$ cat config.mk
export PLATFORM = sky130hd
export DESIGN_NAME = morse_message_sequencer
export DESIGN_NICKNAME = d
export VERILOG_FILES = /design/src/rtl/morse_message_sequencer_pkg.sv /design/src/rtl/morse_char_fifo.sv /design/src/rtl/morse_message_sequencer.sv
export SDC_FILE = /design/constraint.sdc
export NUM_CORES = 1
export LEC_CHECK = 0
export CAP_MARGIN = 20
export CORE_MARGIN = 4
export CORE_UTILIZATION = 57
export CTS_CLUSTER_SIZE = 30
export DETAILED_ROUTE_END_ITERATION = 8
export PLACE_DENSITY_LB_ADDON = 0.08
export SLEW_MARGIN = 20
export SYNTH_ARGS = -nofsm -noshare
export SYNTH_HDL_FRONTEND = slang
export SYNTH_SLANG_ARGS = --single-unit
$ cat constraint.sdc
create_clock -name clk -period 3.3 [get_ports clk]
set_input_delay 0.99 -clock clk [delete_from_list [all_inputs] [get_ports clk]]
set_output_delay 0.99 -clock clk [all_outputs]
set_load 0.005 [all_outputs]
$ cat src/rtl/morse_message_sequencer_pkg.sv
// Shared types for the Morse message sequencer: FSM encoding, FIFO entry layout
// and the character-code constants the writer side uses.
package morse_message_sequencer_pkg;

    typedef enum logic [2:0] {
        ST_IDLE      = 3'd0,
        ST_SETUP     = 3'd1,
        ST_START     = 3'd2,
        ST_WAIT_BUSY = 3'd3,
        ST_WAIT_DONE = 3'd4
    } state_t;

    typedef struct packed {
        logic [5:0] code;
        logic       word_end;
        logic       msg_end;
    } char_entry_t;

    localparam logic [5:0] CODE_DIGIT_ZERO = 6'd35;

    // A message end suppresses both gaps; otherwise exactly one gap follows.
    function automatic logic [1:0] space_flags(input char_entry_t e);
        return {e.word_end & ~e.msg_end, ~e.word_end & ~e.msg_end};
    endfunction

endpackage

$ cat src/rtl/morse_char_fifo.sv
// Character FIFO: power-of-two depth, wrapping pointers, full/empty taken from
// the registered count only.
module morse_char_fifo
    import morse_message_sequencer_pkg::*;
#(
    parameter int P_DEPTH = 8
) (
    input  logic                     clk,
    input  logic                     rst_n,
    input  logic                     push_i,
    input  char_entry_t              push_data_i,
    input  logic                     pop_i,
    output char_entry_t              head_o,
    output logic [$clog2(P_DEPTH):0] count_o,
    output logic                     ready_o,
    output logic                     empty_o
);

    localparam int AW = $clog2(P_DEPTH);
    localparam logic [AW:0] DEPTH_L = (AW+1)'(P_DEPTH);

    char_entry_t   r_mem [P_DEPTH];
    logic [AW-1:0] r_wr_ptr;
    logic [AW-1:0] r_rd_ptr;
    logic [AW:0]   r_count;
    logic          w_push;
    logic          w_pop;

    assign ready_o = (r_count < DEPTH_L);
    assign empty_o = (r_count == '0);
    assign w_push  = push_i & ready_o;
    assign w_pop   = pop_i & ~empty_o;
    assign head_o  = r_mem[r_rd_ptr];
    assign count_o = r_count;

    always_ff @(posedge clk or negedge rst_n) begin
        if (!rst_n) begin
            r_wr_ptr <= '0;
            r_rd_ptr <= '0;
            r_count  <= '0;
        end else begin
            if (w_push) r_wr_ptr <= r_wr_ptr + AW'(1);
            if (w_pop)  r_rd_ptr <= r_rd_ptr + AW'(1);
            case ({w_push, w_pop})
                2'b10:   r_count <= r_count + (AW+1)'(1);
                2'b01:   r_count <= r_count - (AW+1)'(1);
                default: r_count <= r_count;
            endcase
        end
    end

    // NOTE: storage has no reset; the pointers and count define which words are valid.
    always_ff @(posedge clk) begin
        if (w_push) r_mem[r_wr_ptr] <= push_data_i;
    end

endmodule

$ cat src/rtl/morse_message_sequencer.sv
// Feeds queued characters to a Morse generator one at a time: load, start pulse,
// wait for busy to rise (with timeout) and fall, then move on.
module morse_message_sequencer
    import morse_message_sequencer_pkg::*;
#(
    parameter int P_DEPTH        = 8,
    parameter int P_BUSY_TIMEOUT = 4
) (
    input  logic                     clk,
    input  logic                     rst_n,
    input  logic                     wr_valid_i,
    input  logic [5:0]               wr_code_i,
    input  logic                     wr_word_end_i,
    input  logic                     wr_msg_end_i,
    output logic                     wr_ready_o,
    output logic [5:0]               letter_code_o,
    output logic                     letter_space_o,
    output logic                     word_space_o,
    output logic                     start_o,
    input  logic                     gen_busy_i,
    output logic [$clog2(P_DEPTH):0] fifo_count_o,
    output logic                     msg_done_o,
    output logic                     timeout_err_o
);

    localparam int TW = $clog2(P_BUSY_TIMEOUT + 1);
    localparam logic [TW-1:0] TIMEOUT_L = TW'(P_BUSY_TIMEOUT);

    state_t      r_state;
    state_t      w_next_state;
    logic [TW-1:0] r_timer;
    logic [5:0]  r_letter_code;
    logic        r_letter_space;
    logic        r_word_space;
    logic        r_msg_end;
    logic        w_pop;
    logic        w_empty;
    char_entry_t w_head;
    char_entry_t w_wr_entry;
    logic [1:0]  w_head_spaces;

    assign w_wr_entry    = '{code: wr_code_i, word_end: wr_word_end_i, msg_end: wr_msg_end_i};
    assign w_head_spaces = space_flags(w_head);

    morse_char_fifo #(.P_DEPTH(P_DEPTH)) u_fifo (
        .clk         (clk),
        .rst_n       (rst_n),
        .push_i      (wr_valid_i),
        .push_data_i (w_wr_entry),
        .pop_i       (w_pop),
        .head_o      (w_head),
        .count_o     (fifo_count_o),
        .ready_o     (wr_ready_o),
        .empty_o     (w_empty)
    );

    // NOTE: every output of this block gets a default first, so no path infers a latch.
    always_comb begin
        w_next_state  = r_state;
        w_pop         = 1'b0;
        start_o       = 1'b0;
        msg_done_o    = 1'b0;
        timeout_err_o = 1'b0;
        case (r_state)
            ST_IDLE: begin
                if (!w_empty && !gen_busy_i) begin
                    w_pop        = 1'b1;
                    w_next_state = ST_SETUP;
                end
            end
            ST_SETUP: w_next_state = ST_START;
            ST_START: begin
                start_o      = 1'b1;
                w_next_state = ST_WAIT_BUSY;
            end
            ST_WAIT_BUSY: begin
                if (gen_busy_i) begin
                    w_next_state = ST_WAIT_DONE;
                end else if (r_timer == TIMEOUT_L) begin
                    timeout_err_o = 1'b1;
                    w_next_state  = ST_IDLE;
                end
            end
            ST_WAIT_DONE: begin
                if (!gen_busy_i) begin
                    msg_done_o   = r_msg_end;
                    w_next_state = ST_IDLE;
                end
            end
            default: w_next_state = ST_IDLE;
        endcase
    end

    // NOTE: sequential state uses non-blocking assignments so all registers update together.
    always_ff @(posedge clk or negedge rst_n) begin
        if (!rst_n) begin
            r_state        <= ST_IDLE;
            r_timer        <= '0;
            r_letter_code  <= '0;
            r_letter_space <= 1'b0;
            r_word_space   <= 1'b0;
            r_msg_end      <= 1'b0;
        end else begin
            r_state <= w_next_state;
            r_timer <= (r_state == ST_WAIT_BUSY) ? r_timer + TW'(1) : '0;
            // The hold register only changes on a pop, keeping generator inputs steady.
            if (w_pop) begin
                r_letter_code  <= w_head.code;
                r_word_space   <= w_head_spaces[1];
                r_letter_space <= w_head_spaces[0];
                r_msg_end      <= w_head.msg_end;
            end
        end
    end

    assign letter_code_o  = r_letter_code;
    assign letter_space_o = r_letter_space;
    assign word_space_o   = r_word_space;

endmodule

==> flow_summary_export.csv, run 1 <==
group,metric,value,unit
run_status,status,"completed",
cts,clk_latency,0.36,ns
pwr,p_sw_share,31.2,%
worst_setup_path,cp_cell_sequence,"clkdlybuf4s50_1 > and4b_1 > clkdlybuf4s50_1",
drt,firstDrtPassIters,4,
sta,worst_pin_slew,0.725,ns
logic_synthesis,synthCells,213,
placement,dp.cells,322,
drt,drtIter0Drc,150,
logic_synthesis,syn_avg_cell_area,17.1,sq um
pwr,power.density,793,nW/um^2
worst_setup_path,worstSetupEndpointType,"output port",
floorplanning,die_y,87.9,um
pwr,combPwrFrac,31.2,%
drt,vias_per_cell,5.71,
logic_synthesis,synth_nets,232,
drt,via_count,1931,
logic_synthesis,synth_area_leaders,"edfxtp_1 53%, dfrtp_1 17%, mux4_2 8.7%",
drt,final_antenna_net_count,0,
pwr,power_frac_clock,19.2,%
grt,antenna_found_initial,0,
sta,max_slew_margin,51.7,%
logic_synthesis,ys_seq_area_share,70.1,%
pwr,p_leak,0.00153,uW
placement,portBuffers,27,
logic_synthesis,ys_async_sr_fraction,28.1,%
worst_setup_path,cp.arrival,2.24,ns
finish,nFillCells,414,
cts,cts_repair_resize_count,0,
finish,area_growth,16.4,%
cts,post_cts_buffers,0,
cts,ctsHtreeMaxLevel,3,
sta,finalCritPeriodShare,97.8,%
cts,clock-sinks,89,
cts,root_buffer,"clkbuf_8",
pwr,p_switching,1050,uW
sta,final-setup-viol-count,0,
worst_setup_path,slowest_stage,"clkdlybuf4s50_1",
cts,clockBufferDepth,2,
worst_setup_path,worst-path-max-fanout,4,
grt,grt_max_degree,26,
finish,n_antenna_cell,0,
finish,fin_area,4230,sq um
logic_synthesis,yosys_warnings,0,
grt,grt_pass1_vias,1986,
sta,fin_crit,3.23,ns
sta,final_hold_viol_count,0,
finish,nets,277,
placement,placedInstanceArea,4070,sq um
pwr,peakVddDrop,624,uV
cts,cts_tree,"done",
grt,grt_pass1_wl,10300,um
drt,routed_wl,6480,um
logic_synthesis,yosysTopAreaCellShare,52.9,%
floorplanning,boundaryPins,28,
sta,setup_tns,0,ns
cts,cts_buffers,9,
cts,hold_buffers,0,
finish,fin_cells,338,
placement,gp_routability_congestion,0.789,
logic_synthesis,ys.flop_type,"edfxtp_1",
grt,track_usage,18.8,%
sta,holdWs,0.471,ns
floorplanning,fp-row-count,28,
placement,dpl.hpwl,4310,um
finish,drive_gt1_share,19.4,%
logic_synthesis,synth_area,3640,sq um
sta,drv_slew,0,
placement,pre_cts_slack,0.0776,ns
floorplanning,core-area,6060,sq um
sta,finClkSkew,0.00926,ns
worst_setup_path,crit_type,"primary input to output port",
grt,grt-ovfl-total,0,
cts,path_clk_slew,0.09,ns
drt,drc,0,
drt,wl_per_cell,19.2,um
pwr,p_int,2310,uW
floorplanning,fp.dieW,87.9,um
worst_setup_path,worstPathRequired,2.31,ns
logic_synthesis,synth_cell_types,39,
logic_synthesis,synth_edf_count,64,
worst_setup_path,setup.worst_path.start_class,"primary input",
logic_synthesis,yosysTopAreaCell,"edfxtp_1",
worst_setup_path,timing.critical_path.mode_cell,"clkdlybuf4s50_1",
hold_path,hold_class,"flop to flop",
sta,rsz0062_at_grt,"false",
logic_synthesis,ys_ff_latch,89,
pwr,pwr-share-seq,49.7,%
sta,fmax,310,MHz
job,maxCapViolations,0,
floorplanning,initial_utilization,60.0,%
worst_setup_path,critical_path.max_stage_delay,0.50,ns
sta,layout_setup_ws,0.0738,ns
floorplanning,dieArea,7720,sq um
cells in the mapped netlist, types with 2 or more instances:
master and count:
mux2i_1 10, xor2_1 6, mux2_1 2, buf_2 3, nor2_1 19, inv_1 6, dfrtp_1 25, a21oi_1 10
edfxtp_1 64, xnor2_1 5, mux4_2 14, ha_1 7, nor3_1 5, nand2_1 8, nor2b_1 2, buf_6 2
nand2b_1 3
final timing paths:
kind	startpoint	slack (ns)	depth (start not counted)	endpoint
max in group asynchronous	rst_n	2.04	2	letter_code_o[3]$_DFFE_PN0N_
hold / removal	r_timer[0]$_DFF_PN0_	0.47	1	r_timer[0]$_DFF_PN0_
hold reg to reg	r_timer[0]$_DFF_PN0_	0.47	1	r_timer[0]$_DFF_PN0_
setup / recovery	gen_busy_i	0.07	3	msg_done_o
min in group asynchronous	rst_n	1.00	2	u_fifo.count_o[2]$_DFFE_PN0P_
setup reg to reg	u_fifo.count_o[1]$_DFFE_PN0P_	0.82	9	u_fifo.count_o[2]$_DFFE_PN0P_
layout make-up:
type	instances	area [sq um]	area share, %
inverters	7	26.3	0.621
repair buffers	42	383	9.05
clock buffers	12	135	3.19
flip-flops and latches	89	2550	60.2
well taps	75	93.8	2.22
clock inverters	4	30.0	0.709
multi-input cells	109	1020	24.0
per-stage QoR:
step                utilization, %  power [uW]
floorplan                        -        2340
global placement              67.1        2690
detailed placement            67.1        2760
CTS                           69.8        3400
global route                  69.8        3570
finish                        69.8        3360
critical path, delay by kind of cell:
family | cells | cell delay (ns)
buf+inv | 2 | 0.97
simple gates | 1 | 0.27
logic make-up (layout without fill, tap and decap cells):
group	after synthesis	in the layout	share of synthesized area (%)
and+or+nand+nor	45	45	6.26
adders and majority gates	7	7	2.41
AOI/OAI and AO/OA	17	17	2.93
xor gates and xnor gates	11	11	2.65
DFF	89	89	70.1
buffers and inverters	15	65	2.20
muxes	29	29	13.5
registers in the layout, indices dropped and copies added, names as in the netlist:
name             cells
u_fifo.r_mem        64
letter_code_o        6
u_fifo.count_o       4
r_state              3
r_timer              3
u_fifo.r_rd_ptr      3
u_fifo.r_wr_ptr      3
letter_space_o       1
r_msg_end            1
word_space_o         1
cell usage in the layout, fill, tap and decap left out, drive strengths merged, types with 3 or more instances in the layout:
master          n
edfxtp         64
clkdlybuf4s50  27
dfrtp          25
nor2           19
buf            15
mux4           15
clkbuf         12
a21oi          10
mux2i          10
nand2           9
ha              7
inv             7
xor2            6
nor3            5
xnor2           5
clkinvlp        4
mux2            4
nand2b          3
power by group through the flow:
stage	combinational (uW)	clock (uW)	sequential, uW
finish	1050	643	1670
global route	1150	717	1700
CTS	1070	657	1670
detailed placement	1070	0	1690
global placement	1020	0	1670
floorplan	787	0	1560
metal layers:
layer,vias to the layer above,wire [um],global-route usage (%)
li1,885,-,-
met1,983,2620,23.7
met2,53,3420,31.3
met3,10,336,5.36
met4,0,104,6.83
met5,-,0,0
No activity file was read; power rests on OpenSTA's default activity.
==> run 2: changes to the inputs <==
--- a/config.mk
+++ b/config.mk
@@ -7,7 +7,8 @@
 export LEC_CHECK = 0
 export CAP_MARGIN = 20
 export CORE_MARGIN = 4
-export CORE_UTILIZATION = 57
+export CORE_UTILIZATION = 60
+export CTS_BUF_LIST = sky130_fd_sc_hd__clkbuf_4
 export CTS_CLUSTER_SIZE = 30
 export DETAILED_ROUTE_END_ITERATION = 8
 export PLACE_DENSITY_LB_ADDON = 0.08
==> run 2 against run 1 <==
Flip-flop and latch count stayed put. Fmax up 2.1%. Power down 1.7%. Clock skew is 0.0046 ns higher. Critical path type unchanged. Largest cell class unchanged. Largest power group unchanged.
==> flow_summary_export.csv, run 2 (same netlist as run 1, synthesis figures left out) <==
group,metric,value,unit
grt,grt-ovfl-total,0,
sta,finClkSkew,0.0139,ns
grt,antenna_found_initial,0,
cts,hold_buffers,0,
finish,n_antenna_cell,0,
worst_setup_path,worstPathRequired,2.31,ns
floorplanning,fp-row-count,28,
hold_path,hold_class,"flop to flop",
sta,holdWs,0.477,ns
floorplanning,initial_utilization,61.8,%
drt,drc,0,
run_status,status,"completed",
sta,drv_slew,0,
sta,final_hold_viol_count,0,
drt,top_layer,"met4",
finish,layout_commonest_cell,"edfxtp_1",
cts,clk_latency,0.42,ns
drt,routed_wl,6200,um
worst_setup_path,worst-path-max-fanout,3,
finish,nFillCells,367,
worst_setup_path,setup.worst_path.start_class,"primary input",
drt,via_count,1883,
hold_path,hold_path_end,"r_timer[0]$_DFF_PN0_",
cts,clockBufferDepth,2,
drt,routed-wl-met3,219,um
grt,track_usage,19.5,%
sta,worst_pin_slew,0.837,ns
finish,top_register,"u_fifo.r_mem",
pwr,power.density,784,nW/um^2
cts,ctsHtreeMaxLevel,3,
cts,cts_tree,"done",
cts,root_buffer,"clkbuf_4",
finish,multiInputGateArea,1020,sq um
floorplanning,boundaryPins,28,
finish,drive_gt1_share,20.5,%
sta,fin_crit,3.16,ns
job,maxCapViolations,0,
cts,cts_buffers,9,
hold_path,min_from,"r_timer[0]$_DFF_PN0_",
cts,post_cts_buffers,0,
finish,nets,277,
cts,clock-sinks,89,
cts,path_clk_slew,0.13,ns
pwr,p_leak,0.00153,uW
sta,finalCritPeriodShare,95.7,%
worst_setup_path,crit_type,"primary input to output port",
worst_setup_path,cp.arrival,2.17,ns
pwr,peakVddDrop,383,uV
drt,wl_met1,2480,um
sta,rsz0062_at_grt,"false",
grt,grt_pass1_wl,10400,um
worst_setup_path,worstSetupEndpointType,"output port",
drt,wl_per_cell,18.3,um
cts,cts_repair_resize_count,0,
drt,drtIter0Drc,103,
grt,grt_pass1_vias,2055,
finish,register_area,2550,sq um
drt,final_antenna_net_count,0,
worst_setup_path,rr_endpoint,"u_fifo.count_o[2]$_DFFE_PN0P_",
worst_setup_path,r2r-start,"u_fifo.count_o[1]$_DFFE_PN0P_",
floorplanning,dieArea,7370,sq um
placement,dpl.hpwl,4230,um
grt,grt_max_degree,26,
worst_setup_path,regToRegSetupSlack,0.85,ns
finish,layout_common_cells,"64 x edfxtp_1, 27 x clkdlybuf4s50_1, 25 x dfrtp_1",
floorplanning,die_y,85.8,um
sta,final-setup-viol-count,0,
drt,firstDrtPassIters,4,
sta,fmax,317,MHz
sta,setup_tns,0,ns
finish,largest_reg_flops,64,
hold_path,hold_depth,1,
placement,portBuffers,27,
placement,gp_routability_congestion,0.891,
drt,met2_wirelength,3380,um
drt,vias_per_cell,5.57,
worst_setup_path,rr_worst_depth,9,
floorplanning,fp.dieW,85.8,um
floorplanning,core-area,5890,sq um
sta,max_slew_margin,44.2,%
finish,area_growth,15.8,%
[run 2: worst max path at each step]
| stage | to | depth (start not counted) | startpoint | slack (ns) |
|---|---|---|---|---|
| after floorplan | u_fifo.count_o[2]$_DFFE_PN0P_ | 10 | gen_busy_i | 0.49 |
| after global placement | msg_done_o | 3 | gen_busy_i | 0.13 |
| after detailed placement | timeout_err_o | 3 | gen_busy_i | 0.14 |
| after CTS | timeout_err_o | 3 | gen_busy_i | 0.14 |
| after global routing | timeout_err_o | 3 | gen_busy_i | 0.06 |
| final | msg_done_o | 3 | gen_busy_i | 0.14 |
[run 2: layout make-up]
cell class	count	area share [%]
Clock buffer	10	1.78
Tap cell	75	2.23
Multi-Input combinational cell	109	24.2
Clock inverter	6	1.60
Inverter	7	0.624
Sequential cell	89	60.5
Timing Repair Buffer	42	9.09
[run 2: layer usage]
layer  global-route usage (%)  vias up
met3                     4.23       11
li1                         -      893
met4                     7.77        0
met1                     22.4      943
met2                     35.4       36
met5                        0        -
[run 2: per-stage QoR]
stage                     total power (uW)  cell area [sq um]  worst slack [ns]  std cells  util [%]
after floorplan                       2340               3640             0.490        213         -
after global placement                2670               4070             0.130        322      69.1
after detailed placement              2750               4070             0.140        322      69.1
after CTS                             3350               4210             0.135        338      71.5
after global routing                  3530               4210            0.0600        338      71.5
final                                 3300               4210             0.141        338      71.5
[run 2: power breakdown]
| group | switching [uW] | internal [uW] |
|---|---|---|
| logic | 412 | 621 |
| registers | 258 | 1410 |
| clock network | 359 | 242 |
[run 2: critical path: stages]
cell	delay (ns)
clkdlybuf4s50_1	0.44
and4b_1	0.25
clkdlybuf4s50_1	0.49
